File: src/rtl/fifo_uart_tx.sv
// fifo_uart_tx: pops bytes from a show-ahead FIFO and sends each as an 8N1 UART frame
module fifo_uart_tx #(
  parameter int CLKS_PER_BIT = 868
) (
  input  logic       clock,
  input  logic       reset,
  input  logic [7:0] fifo_data,
  input  logic       fifo_empty,
  input  logic       fifo_busy,
  output logic       fifo_pop,
  output logic       tx,
  output logic       tx_active,
  output logic       tx_done
);
  localparam int CW = $clog2(CLKS_PER_BIT);
  localparam logic [CW-1:0] LAST = CW'(CLKS_PER_BIT - 1);
  typedef enum logic [1:0] {IDLE, START, DATA, STOP} state_t;
  state_t state, state_n;
  logic [CW-1:0] cnt, cnt_n;
  logic [2:0] bit_cnt, bit_cnt_n;
  logic [7:0] shift, shift_n;
  logic tx_n, pop_n, active_n, done_n, bit_end;
  assign bit_end = cnt == LAST;
  always_ff @(posedge clock or posedge reset)
    if (reset) begin
      state     <= IDLE;
      cnt       <= '0;
      bit_cnt   <= '0;
      shift     <= '0;
      tx        <= 1'b1;
      fifo_pop  <= 1'b0;
      tx_active <= 1'b0;
      tx_done   <= 1'b0;
    end else begin
      state     <= state_n;
      cnt       <= cnt_n;
      bit_cnt   <= bit_cnt_n;
      shift     <= shift_n;
      tx        <= tx_n;
      fifo_pop  <= pop_n;
      tx_active <= active_n;
      tx_done   <= done_n;
    end
  always_comb begin
    state_n   = state;
    cnt_n     = bit_end ? '0 : cnt + 1'b1;
    bit_cnt_n = bit_cnt;
    shift_n   = shift;
    tx_n      = tx;
    pop_n     = 1'b0;
    active_n  = tx_active;
    done_n    = 1'b0;
    case (state)
      IDLE: begin
        tx_n  = 1'b1;
        cnt_n = '0;
        if (!fifo_empty && !fifo_busy) begin
          shift_n  = fifo_data;
          pop_n    = 1'b1;
          tx_n     = 1'b0;
          active_n = 1'b1;
          state_n  = START;
        end
      end
      START: if (bit_end) begin
        tx_n      = shift[0];
        bit_cnt_n = '0;
        state_n   = DATA;
      end
      // the next line value is the bit that becomes shift[0] after this shift
      DATA: if (bit_end) begin
        shift_n   = shift >> 1;
        bit_cnt_n = bit_cnt + 1'b1;
        tx_n      = bit_cnt == 3'd7 ? 1'b1 : shift[1];
        state_n   = bit_cnt == 3'd7 ? STOP : DATA;
      end
      default: if (bit_end) begin
        active_n = 1'b0;
        done_n   = 1'b1;
        state_n  = IDLE;
      end
    endcase
  end
endmodule

File: config.mk
export PLATFORM = sky130hd
export DESIGN_NAME = fifo_uart_tx
export DESIGN_NICKNAME = d
export VERILOG_FILES = /design/src/rtl/fifo_uart_tx.sv
export SDC_FILE = /design/constraint.sdc
export NUM_CORES = 1
export LEC_CHECK = 0
export CORE_ASPECT_RATIO = 0.8
export CORE_MARGIN = 8
export CORE_UTILIZATION = 54
export DETAILED_ROUTE_END_ITERATION = 12
export GPL_ROUTABILITY_DRIVEN = 0
export HOLD_SLACK_MARGIN = 0.03
export PLACE_DENSITY = 0.77
export SYNTH_ARGS = -nofsm -noshare
export SYNTH_HDL_FRONTEND = slang
export SYNTH_SLANG_ARGS = --single-unit
File: constraint.sdc
create_clock -name clock -period 2.3 [get_ports clock]
set_input_delay 0.23 -clock clock [delete_from_list [all_inputs] [get_ports clock]]
set_output_delay 0.23 -clock clock [all_outputs]
set_load 0.02 [all_outputs]
* After elaboration in Yosys (flattened, before gate mapping) *
Cells that the tools add are included.

cells by class
  $add $sub $neg = 2
  equal/unequal tests = 7
  muxes and demuxes = 26
  bitwise logic cells = 1
  reduce and logical (&&, ||, !) cells = 15

operators by type and width
  cell                                                             number
  10-bit two-way mux                                               2
  8-bit two-way mux                                                2
  8-bit case mux with 2 select lines                               1
  3-bit AND reduction                                              4
  1-bit two-way mux                                                11
  10-bit by 1-bit adder with 10-bit output, second input constant  1
  10-bit == test, second input constant                            1
  2-bit two-way mux                                                4
  3-bit two-way mux                                                2
  2-bit inequality test, second input constant                     3
  2-bit case mux with 3 select lines                               1
  3-bit case mux with 2 select lines                               1
  2-bit nonzero test                                               3
  4-bit AND reduction                                              1
  3-bit by 1-bit adder with 3-bit output, second input constant    1
  3-bit == test, second input constant                             1
  1-bit case mux with 3 select lines                               1
  3-bit nonzero test                                               1
  3-bit OR reduction                                               1
  2-bit by 1-bit == test with 1-bit output, second input constant  1
  2-bit == test, second input constant                             1
  1-bit logical NOT                                                2
  2-bit logical NOT                                                1
  1-bit case mux with 2 select lines                               1
  3 further kinds                                                  3

storage, ports and cells
  register bits after elaboration = 27
  input bits = 12
  output and inout bits = 4
  logic and storage cells = 59

* Depth between registers and ports, before layout *
Gate-level depths: netlist (run 1).

  depth after elaboration = 4
  depth in mapped cells = 6
  gate-level depth less buffers = 6

* Least setup slack after synthesis (run 1) *
Ideal clock, no wire load.

  path type = register to register
  start point = reg cnt[0]
  end point = reg shift[0]
  library setup time = 125 ps
  data arrival time = 1542 ps
  required time = 2175 ps
  path slack = 633 ps
  cell stages (with the launch flop) = 6
  buffers on the path = 0
  period minus slack after synthesis = 1667 ps
  cells stage by stage = dfrtp_1 -> ha_1 -> and4b_4 -> and3_4 -> o22ai_4 -> mux2_2

on the way
  cells in the longest elaborated chain, start to end = 3

RTL lines
  item                             line  source
  from (decl)                      19    logic [CW-1:0] cnt, cnt_n;
  from (signal assigned)           36    cnt <= cnt_n;
  10-bit == test                   23    assign bit_end = cnt == LAST;
  2-bit inequality test (no line)  n/a
  3-bit AND reduction (no line)    n/a
  to (signal assigned)             38    shift <= shift_n;
  to (decl)                        21    logic [7:0] shift, shift_n;

No other way between the ends.
A chain may end at the register's enable or synchronous reset.

* Final worst setup path (run 1) *
  start point = reg state[0]
  end point = reg shift[2]

on the way
  cells in the longest elaborated chain, start to end = 3
  elaborated cells between the ends (all ways) = 7
  those cells by class = eq/ne (3); mux (1); reduce/logical (3)

RTL lines
  item                                                                          line  source
  from (decl)                                                                   18    state_t state, state_n;
  from (signal assigned)                                                        35    state <= state_n;
  2-bit == test / 2-bit logical NOT (equally long branches)                     53    case (state)
  2-bit inequality test (no line) / 2-bit nonzero test (equally long branches)  n/a
  3-bit AND reduction (no line)                                                 n/a

Several ways; a longest one is shown, not always the timed one.

==> results.ini, run 1 <==
[layout]
final_common_cell = dfrtp_1
ff_latch_area_um2 = 677
nets = 157
syn_to_final_growth_pct = 15.8
final_cell_mix = 26 x dfrtp_1, 15 x mux2_2, 15 x clkdlybuf4s50_1
drive_above_1_share_pct = 20.4
multi_input_area_um2 = 664
fillerInstances = 216
n_antenna_cell = 0

[worst_setup_path]
r2r_slack_ns = 0.44
cp_common_cell = inv_1
critPathMaxFanout = 8
worst_path_max_delay_cell = dfrtp_1
critPathBufInv = 2
critical_path_class = reg2reg
endpoint_kind = register
cp-start-kind = register
crit_path_max_incr_delay_ns = 0.43
critPathRequiredTime_ns = 2.51
crit_family = flip-flops
cp_cell_sequence = inv_1 -> ha_1 -> inv_1 -> nor2_1 -> o22ai_4 -> mux2_2
arrival_ns = 2.07

[detailed_routing]
drtAntennaViolNets = 0
viasPerCell = 5.36
via_count = 928
post_drt_wl_per_cell_um = 14.8
drc_errors = 0
routed_wl_mm = 2.57
drt_iter0_drc = 52
detail_route.first_pass.iterations = 4

[pwr]
p_leak_nw = 0.739
finalPower_uw = 706
peakVddDrop_mv = 0.376
power_density_nw_per_um2 = 439

[global_routing]
antenna_found_initial = 0
grt_usage_pct = 12.5
grt.met3_usage_pct = 4.23
grtUsageMet2_pct = 20.6
grt-ovfl-total = 0
grt_start_max_net_pins = 28
grt_pass1_wl_mm = 4.35
grt_pass1_vias = 960
grt_util_met1_pct = 15.4
grt.busiest_layer = met2

[sta]
slew_viol_final = 0
period_needed_ns = 1.86
hold_viol_final = 0
max_slew_margin_pct = 77.4
post-route-period-util_pct = 80.8
worst_pin_slew_ns = 0.340
setup_viol = 0
tns_ns = 0
rsz0062_at_grt = false
clock-skew-final_ns = 0.0117
layout_setup_ws_ns = 0.441
max_freq_mhz = 538

[yosys]
syn_inst = 119
synthTopCellsByArea = dfrtp_1 47%, mux2_2 12%, ha_1 6.3%
synth_fp_nets = 138
yosysSeqAreaShare_pct = 48.7
ys_types = 31
synth_async_sr_flop_share_pct = 100
ys_seq_elements = 27
synth_edf_count = 0
ys_warn_count = 0
synth.cell_area_um2 = 1390
syn_area_per_cell_um2 = 11.7
netlist.top_cell.by_area = dfrtp_1
yosysTopAreaCellShare_pct = 46.8
synth-main-ff-cell = dfrtp_1

[floorplan]
design.die.area_um2 = 4460
start_util_pct = 56.9
core-area_um2 = 2440
num_io_pins = 16
fp.dieW_um = 72.7
rows = 16
die_y_um = 61.4

[clocking]
clockBufferDepth = 2
cts.sinks = 27
numCtsBuffers = 3
hold_buffers = 0
cts_setup_buffers = 0
worstSkewPairLatency_ns = 0.32
cts.htree.levels = 1
cts_tree = built
path_clk_slew_ns = 0.14
root_buffer = clkbuf_4
cts_resized = 0

[run]
drv_cap = 0

[place]
place_hpwl_mm = 1.92
io_buffer_count = 15
dp_slack_ns = 0.450

[hold_path]
hold_path.class = in2async

[outcome]
status = complete, no violations

[per-stage QoR]
stage | utilization [%] | instance area [um^2] | hold WS [ns] | std cells
floorplan | - | 1390 | 0.282 | 119
global placement | 64.8 | 1580 | 0.468 | 169
detailed placement | 64.8 | 1580 | 0.490 | 169
CTS | 65.8 | 1610 | 0.242 | 173
global route | 65.8 | 1610 | 0.258 | 173
finish | 65.8 | 1610 | 0.243 | 173
[final cells by class]
cell class	instances	share of cell area, %
clock buffer	4	1.63
sequential	27	42.1
inverter	6	1.40
timing repair buffer	18	10.7
multi-input combinational	82	41.3
tap	36	2.80
[logic make-up after synthesis]
logic type / after synthesis / share of synthesized area [%]
simple gates: 36 / 15.0
flops: 27 / 48.7
xor+xnor: 8 / 5.05
buf+inv: 10 / 3.42
fa+ha+maj: 7 / 6.31
mux: 15 / 12.2
compound gates: 16 / 9.37
[layer usage]
metal	routed length (um)	up-vias
met5	0	-
met4	21	0
met3	121	5
met2	1210	12
met1	1210	452
li1	-	459
[worst min-delay path, cell delays in order]
cell,delay [ns]
clkdlybuf4s50_1,0.39
inv_1,0.05
buf_4,0.31
[registers in the layout, summed over array words and instances, names as in the netlist]
| name | flops |
|---|---|
| bit_cnt | 3 |
| cnt | 10 |
| fifo_pop | 1 |
| shift | 8 |
| state | 2 |
| tx | 1 |
| tx_active | 1 |
| tx_done | 1 |
[power breakdown]
group	leakage [nW]	switching, mW	internal, mW
sequential	0.349	0	0.475
clock	0.0150	0.128	0.0679
combinational	0.375	0.0135	0.0221
[synthesized netlist by cell type (2+ instances only)]
library cell,count
buf_2,2
nor2_1,6
nor3_1,9
a31oi_1,2
and3_1,4
nand3_1,6
ha_1,7
mux2_2,15
o21ai_0,5
xnor2_1,2
xor2_1,6
dfrtp_1,26
nand2_1,4
inv_1,6
a21o_1,2
a32o_1,2
[final timing paths]
path	start	end	cells past startpoint
max	state[0]	shift[2]	6
min	reset	cnt[5]	3
max reg2reg	state[0]	shift[2]	6
min reg2reg	cnt[0]	cnt[0]	1
max in group asynchronous	reset	tx	3
min in group clock	cnt[0]	cnt[0]	1
Note: power is estimated with default switching activity, not from simulation.
==> run 2, diff against run 1 <==
Settings changed: CORE_UTILIZATION 54 to 49, PLACE_DENSITY 0.77 to 0.74.
Clock period 2.3 ns to 1.65 ns, I/O delays scaled along.
==> results.ini, run 2 (synthesized netlist as in run 1, its figures left out) <==
[sta]
tns_ns = -0.168
worst_pin_slew_ns = 0.348
max_freq_mhz = 595
hold_viol_final = 0
max_slew_margin_pct = 76.7
clock-skew-final_ns = 0.00198
setup_viol = 7
slew_viol_final = 0
layout_setup_ws_ns = -0.0313
post-route-period-util_pct = 102
rsz0062_at_grt = true
period_needed_ns = 1.68
whs_ns = 0.161

[floorplan]
die_y_um = 63.6
num_io_pins = 16
core-area_um2 = 2720
rows = 17
fp.dieW_um = 75.5
start_util_pct = 51.0
design.die.area_um2 = 4800

[detailed_routing]
drc_errors = 0
detail_route.first_pass.iterations = 4
routed_wl_mm = 3.12
post_drt_wl_per_cell_um = 16.3
drtAntennaViolNets = 0
viasPerCell = 5.45
drt_iter0_drc = 63
via_count = 1041

[layout]
n_antenna_cell = 0
largest_register_ffs = 10
final_cell_mix = 26 x dfrtp_1, 16 x buf_4, 14 x clkdlybuf4s50_1
stdcell_area_um2 = 1810
drive_above_1_share_pct = 34.0
regMostFlops = cnt
syn_to_final_growth_pct = 30.3
utilization_pct = 66.5
nets = 173
fin_cells = 191
final_common_cell = dfrtp_1
reg_top3 = cnt (10), shift (8), bit_cnt (3)

[place]
place_hpwl_mm = 2.19
dpl.cell_count = 185
dp_slack_ns = -0.0841
placed_cell_area_um2 = 1690
io_buffer_count = 15

[run]
drv_cap = 0

[worst_setup_path]
worst_path_max_delay_cell = dfrtp_1
r2r-start = cnt[1]
cp-start-kind = register
cp_cell_sequence = ha_2 -> and4b_4 -> and3_4 -> o22ai_4 -> buf_12 -> mux2_4
r2r_slack_ns = -0.03
critPathMaxFanout = 8
critical_path_class = reg2reg
critPathBufInv = 1
critPathRequiredTime_ns = 1.89
arrival_ns = 1.92
crit_family = flip-flops
r2r-end = shift[2]
endpoint_kind = register
reg2regPathDepth = 6
crit_path_max_incr_delay_ns = 0.42

[global_routing]
grt_usage_pct = 14.0
grt_pass1_vias = 1071
grt_pass1_wl_mm = 5.10
antenna_found_initial = 0
grt-ovfl-total = 0
grt_start_max_net_pins = 28

[clocking]
cts_tree = built
hold_buffers = 0
clockBufferDepth = 2
worstSkewPairLatency_ns = 0.33
root_buffer = clkbuf_4
cts.htree.levels = 1
path_clk_slew_ns = 0.14
numCtsBuffers = 3
cts.sinks = 27

[pwr]
peakVddDrop_mv = 0.520
finalPower_mw = 1.00
power_density_nw_per_um2 = 555
p_leak_nw = 0.838

[outcome]
failed_checks = setup timing
status = complete, but fails checks

[hold_path]
hold_path.class = in2async

-- run 2: cell types whose count changed in the layout (fill, tap and decap cells not counted), sizes merged --
cell and delta:
buf +16, dlygate4sd2 +1, clkdlybuf4s50 -1
-- run 2: how the worst max path moves through the flow --
stage	from	endpoint	depth (start not counted)
after detailed placement	state[0]	shift[6]	6
after global routing	cnt[1]	shift[6]	6
after CTS	cnt[0]	shift[6]	6
final	cnt[1]	shift[2]	6
after global placement	state[0]	shift[6]	6
after floorplan	cnt[0]	shift[0]	5
-- run 2: report_power, final --
group | internal, mW | switching (mW)
registers | 0.662 | 0
clock network | 0.0952 | 0.195
logic | 0.0312 | 0.0198
total | 0.788 | 0.215
-- run 2: layer usage --
metal | wire length [um] | track usage, %
met1 | 1420 | 17.5
met2 | 1470 | 20.7
met3 | 170 | 4.58
met4 | 52 | 7.42
met5 | 0 | 0
-- run 2: final cells by class --
cell class	count	area (um^2)
fill	222	913
multi-input combinational	82	724
sequential	27	677
timing repair buffer	34	312
tap	38	47.5
clock buffer	4	26.3
inverter	6	22.5
-- run 2: tightest hold or removal path: stages --
cell,delay (ns)
clkdlybuf4s50_1,0.39
inv_1,0.05
buf_4,0.31
-- run 2: repair_timing --
action / in CTS / in global routing
pin swaps: 1 / 2
endpoints found under the setup margin: 10 / 13
hold endpoints to repair: 0 / 0
buffers inserted: 2 / 1
resized for setup: 12 / 8
==> run 3, diff against run 2 <==
Settings changed: CAP_MARGIN from default to 15, MAX_ROUTING_LAYER from default to met4.
==> results.ini, run 3 (synthesized netlist as in run 1, its figures left out) <==
[detailed_routing]
post_drt_wl_per_cell_um = 16.4
drt_iter0_drc = 90
routed_wl_mm = 3.13
via_count = 1040
drc_errors = 0
drtAntennaViolNets = 0
detail_route.first_pass.iterations = 4
viasPerCell = 5.45

[layout]
ff_latch_area_um2 = 677
nets = 173
fin_cells = 191
final_cell_mix = 26 x dfrtp_1, 16 x buf_4, 14 x clkdlybuf4s50_1
drive_above_1_share_pct = 34.0
largest_register_ffs = 10
stdcell_area_um2 = 1810
syn_to_final_growth_pct = 30.3
regMostFlops = cnt
reg_top3 = cnt (10), shift (8), bit_cnt (3)
n_antenna_cell = 0
fillerInstances = 222
final_common_cell = dfrtp_1
utilization_pct = 66.5
multi_input_area_um2 = 724

[worst_setup_path]
r2r-end = shift[6]
critPathRequiredTime_ns = 1.89
r2r_slack_ns = -0.04
arrival_ns = 1.92
critical_path_class = reg2reg
endpoint_kind = register
reg2regPathDepth = 6
cp-start-kind = register
critPathMaxFanout = 8
r2r-start = cnt[1]

[global_routing]
antenna_found_initial = 0
grt_usage_pct = 14.4
grt_pass1_wl_mm = 5.10
grt_start_max_net_pins = 28
grt-ovfl-total = 0
grt_pass1_vias = 1070

[floorplan]
design.die.area_um2 = 4800
die_y_um = 63.6
num_io_pins = 16
start_util_pct = 51.0
rows = 17
fp.dieW_um = 75.5
core-area_um2 = 2720

[sta]
max_freq_mhz = 593
whs_ns = 0.160
hold_viol_final = 0
layout_setup_ws_ns = -0.0361
tns_ns = -0.202
period_needed_ns = 1.69
rsz0062_at_grt = true
worst_pin_slew_ns = 0.348
slew_viol_final = 0
clock-skew-final_ns = 0.00206
setup_viol = 7
max_slew_margin_pct = 76.7
post-route-period-util_pct = 102

[clocking]
hold_buffers = 0
root_buffer = clkbuf_4
cts_tree = built
path_clk_slew_ns = 0.14
cts.htree.levels = 1
numCtsBuffers = 3
cts.sinks = 27
clockBufferDepth = 2
worstSkewPairLatency_ns = 0.33

[outcome]
failed_checks = setup timing
status = complete, but fails checks

[place]
dpl.cell_count = 185
dp_slack_ns = -0.0841
place_hpwl_mm = 2.19
placed_cell_area_um2 = 1690
io_buffer_count = 15

[pwr]
peakVddDrop_mv = 0.522
power_density_nw_per_um2 = 555
finalPower_mw = 1.00
p_leak_nw = 0.838

[hold_path]
hold_path.class = in2async

[run]
drv_cap = 0

## run 3: area by class of cell
class | instances | area share (%)
clock buffer | 4 | 1.45
inverter | 6 | 1.24
multi-input combinational | 82 | 40.0
sequential | 27 | 37.4
tap | 38 | 2.63
timing repair buffer | 34 | 17.2
## run 3: how the worst max path moves through the flow
stage,startpoint,end,slack (ns),depth (start not counted)
CTS,cnt[0],shift[6],-0.0000004,6
global route,cnt[1],shift[6],-0.07,6
detailed placement,state[0],shift[6],-0.08,6
floorplan,cnt[0],shift[0],0.009,5
finish,cnt[1],shift[6],-0.04,6
global placement,state[0],shift[6],-0.03,6
## run 3: power breakdown
part           internal (mW)  switching, mW  leakage [nW]  total, mW
Clock                 0.0952          0.196        0.0150      0.291
Sequential             0.662              0         0.349      0.662
Combinational         0.0312         0.0197         0.474     0.0509
Total                  0.788          0.216         0.838       1.00
## run 3: metal layers
layer / global-route usage [%] / wire length, um / share of wire (%)
met1: 17.7 / 1450 / 46
met2: 20.7 / 1460 / 47
met3: 4.42 / 161 / 5.1
met4: 7.42 / 55 / 1.8
met5: - / 0 / 0
## run 3: worst max-delay path, cell delays in order, from the launching register on
cell and delay (ns):
dfrtp_1 0.40, ha_2 0.20, and4b_4 0.26, and3_4 0.22, o22ai_4 0.07, buf_12 0.15
mux2_4 0.30
## run 3: repair_timing
| item | CTS | global route |
|---|---|---|
| setup buffers | 2 | 1 |
| cloned | 0 | 0 |
| pin swaps | 1 | 2 |
| setup endpoints to repair | 10 | 13 |
| resized for setup | 12 | 8 |
==> RTL edit, RTL diff (settings of run 2) <==
`CLKS_PER_BIT`: 868 -> 3472.
--- a/src/rtl/fifo_uart_tx.sv
+++ b/src/rtl/fifo_uart_tx.sv
@@ -1,5 +1,5 @@
 // fifo_uart_tx: pops bytes from a show-ahead FIFO and sends each as an 8N1 UART frame
 module fifo_uart_tx #(
-  parameter int CLKS_PER_BIT = 868
+  parameter int CLKS_PER_BIT = 3472
 ) (
   input  logic       clock,
Formal check against the unedited RTL: no difference found for any inputs over 10 cycles, from zero or initial values and one cycle with reset high; that may be too few to reach the edited logic, so the function may still have changed.
==> RTL edit against run 2 <==
- the flow still finishes with violations (negative setup slack)
- cell count increased by 26%
- sequential cell count increased by 2
- critical path depth decreased by 2
- routed wire length increased by 24%
- total power increased by 34%
- design area increased by 15%
- core utilization increased by 1.7 points
- global-route usage increased by 1.9 points
- synthesized area increased by 11%
- sequential power increased by 7.9%
- setup slack got worse by 100 ps
- sequential share of layout area decreased by 2.3 points
- non-clock buffer count increased by 11
==> RTL edit: results (changes against run 2) <==
Route
  • Starting DRT DRC Count: 90 (+43%)
  • DR pass1 iterations: 5 (+1)
  • Vias: 1379 (+32%)

Pwr
  • Flop pwr share: 53.0% (-13 points)
  • VDD IR-drop max: 535 uV (+2.9%)
  • Clock power frac: 42.8% (+14 points)
  • P_leak: 0.969 nW (+16%)
  • Cell Pwr Density: 651 nW/um^2 (+17%)
  • Psw: 273 uW (+27%)

Cells and area
  • Final net count: 219 (+27%)
  • Filler Cell Count: 236 (+6.3%)
  • Share of layout cells above drive strength 1: 26.5% (-7.5 points)
  • Top Registers: cnt (12), shift (8), bit_cnt (3)

Clocking
  • CTS buffer count: 5 (+2)
  • CTS HTree Levels: 2 (+1)
  • Clk pin slew, worst setup/hold paths: 60 ps (-80 ps)
  • Clock Latency Late Sink: 280 ps (-50 ps)
  • Root Buffer: clkbuf_8

STA
  • Slew Limit Headroom: 70.3% (-6.3 points)
  • # setup viols final: 14 (+7)
  • Final WS setup: -134 ps (-103 ps)
  • Final Skew: 5.04 ps (+3.07 ps)

Place
  • Placed Area: 1950 um^2 (+15%)
  • Detailed placement HPWL: 2880 um (+32%)

Logic synthesis
  • Seq/Total Area, Yosys: 47.1% (-1.7 points)
  • Synthesized net count: 171 (+24%)
  • Post-synth cell types: 44 (+42%)

GRT
  • First-pass GRT wire length: 6400 um (+25%)
  • Vias in the first global route: 1358 (+27%)
  • GR Util All Layers: 15.9% (+1.9 points)
  • Largest net degree at the start of global routing: 30 (+7.1%)

Worst setup path
  • Worst r2r dst: shift[5]$_DFFE_PP0P_
  • Crit-path max cell delay: 530 ps (+110 ps)
  • Crit path DAT: 1940 ps (+20 ps)
  • Worst Path Max Fanout: 5 (-3)
  • FF-to-FF Start: cnt[4]$_DFF_PP0_
  • Worst-path cell with the longest stage delay: or4b_4

Status
  • Failing checks: negative setup slack
  • Outcome: finished with violations
## RTL edit: cell types whose count changed after synthesis, moves of 4 or more
cell / run 2 / this run
mux2_2: 15 / 1
nand4_1: 1 / 5
nor2_1: 6 / 15
xnor2_1: 2 / 8
nor3_1: 9 / 5
o21ai_0: 5 / 9
xor2_1: 6 / 2
nand2_1: 4 / 12
## RTL edit: kinds of logic (layout without fill, tap and decap cells)
kind of cell / Yosys count / in the layout / synth area share (%)
DFF: 29 / 29 / 47.1
muxes: 1 / 1 / 0.729
adders and majority gates: 7 / 7 / 5.67
and+or+nand+nor: 65 / 65 / 23.9
buffers and inverters: 9 / 57 / 2.27
AOI/OAI and AO/OA: 31 / 31 / 14.7
xor gates and xnor gates: 10 / 10 / 5.67
## RTL edit: area by class of cell
type	count	area (um^2)	share of cell area, %
inverter	5	18.8	0.906
clock buffer	7	86.3	4.17
tap	40	50.0	2.42
multi-input combinational	114	815	39.3
timing repair buffer	45	375	18.1
sequential	29	727	35.1
## RTL edit: worst max path at each step
stage | start | to | slack, ps
after floorplan | cnt[6]$_DFF_PP0_ | shift[5]$_DFFE_PP0P_ | -220
after global placement | cnt[6]$_DFF_PP0_ | shift[3]$_DFFE_PP0P_ | -90
after detailed placement | cnt[4]$_DFF_PP0_ | shift[4]$_DFFE_PP0P_ | -150
after CTS | cnt[4]$_DFF_PP0_ | shift[3]$_DFFE_PP0P_ | -140
after global routing | cnt[4]$_DFF_PP0_ | shift[5]$_DFFE_PP0P_ | -240
final | cnt[4]$_DFF_PP0_ | shift[5]$_DFFE_PP0P_ | -130
## RTL edit: timing repair
item / CTS / global route
pin swaps: 1 / 3
endpoints found under the setup margin: 13 / 26
resized for setup: 2 / 4
buffers inserted: 1 / 0
## RTL edit: worst max-delay path: cells and delay by family (launching register included)
family	cells	cell delay (ps)
compound gates	2	500
simple gates	2	770
flops	1	400
## RTL edit: through the flow
| step | hold WS [ps] | utilization, % | worst slack (ps) | instances | setup TNS [ps] |
|---|---|---|---|---|---|
| after floorplan | 242 | - | -216 | 152 | -1220 |
| after global routing | 318 | 68.1 | -241 | 240 | -3550 |
| after global placement | 482 | 64.0 | -89.3 | 232 | -413 |
| after detailed placement | 490 | 64.0 | -147 | 232 | -842 |
| final | 265 | 68.1 | -134 | 240 | -1140 |
| after CTS | 272 | 67.2 | -144 | 240 | -937 |
## RTL edit: routing by layer
layer  GRT usage [%]  up-vias  wire [um]
li1                -      643          -
met4            7.60        0         72
met2            25.2       54       1770
met3            4.35       11        231
met5               0        -          0
met1            19.8      671       1790
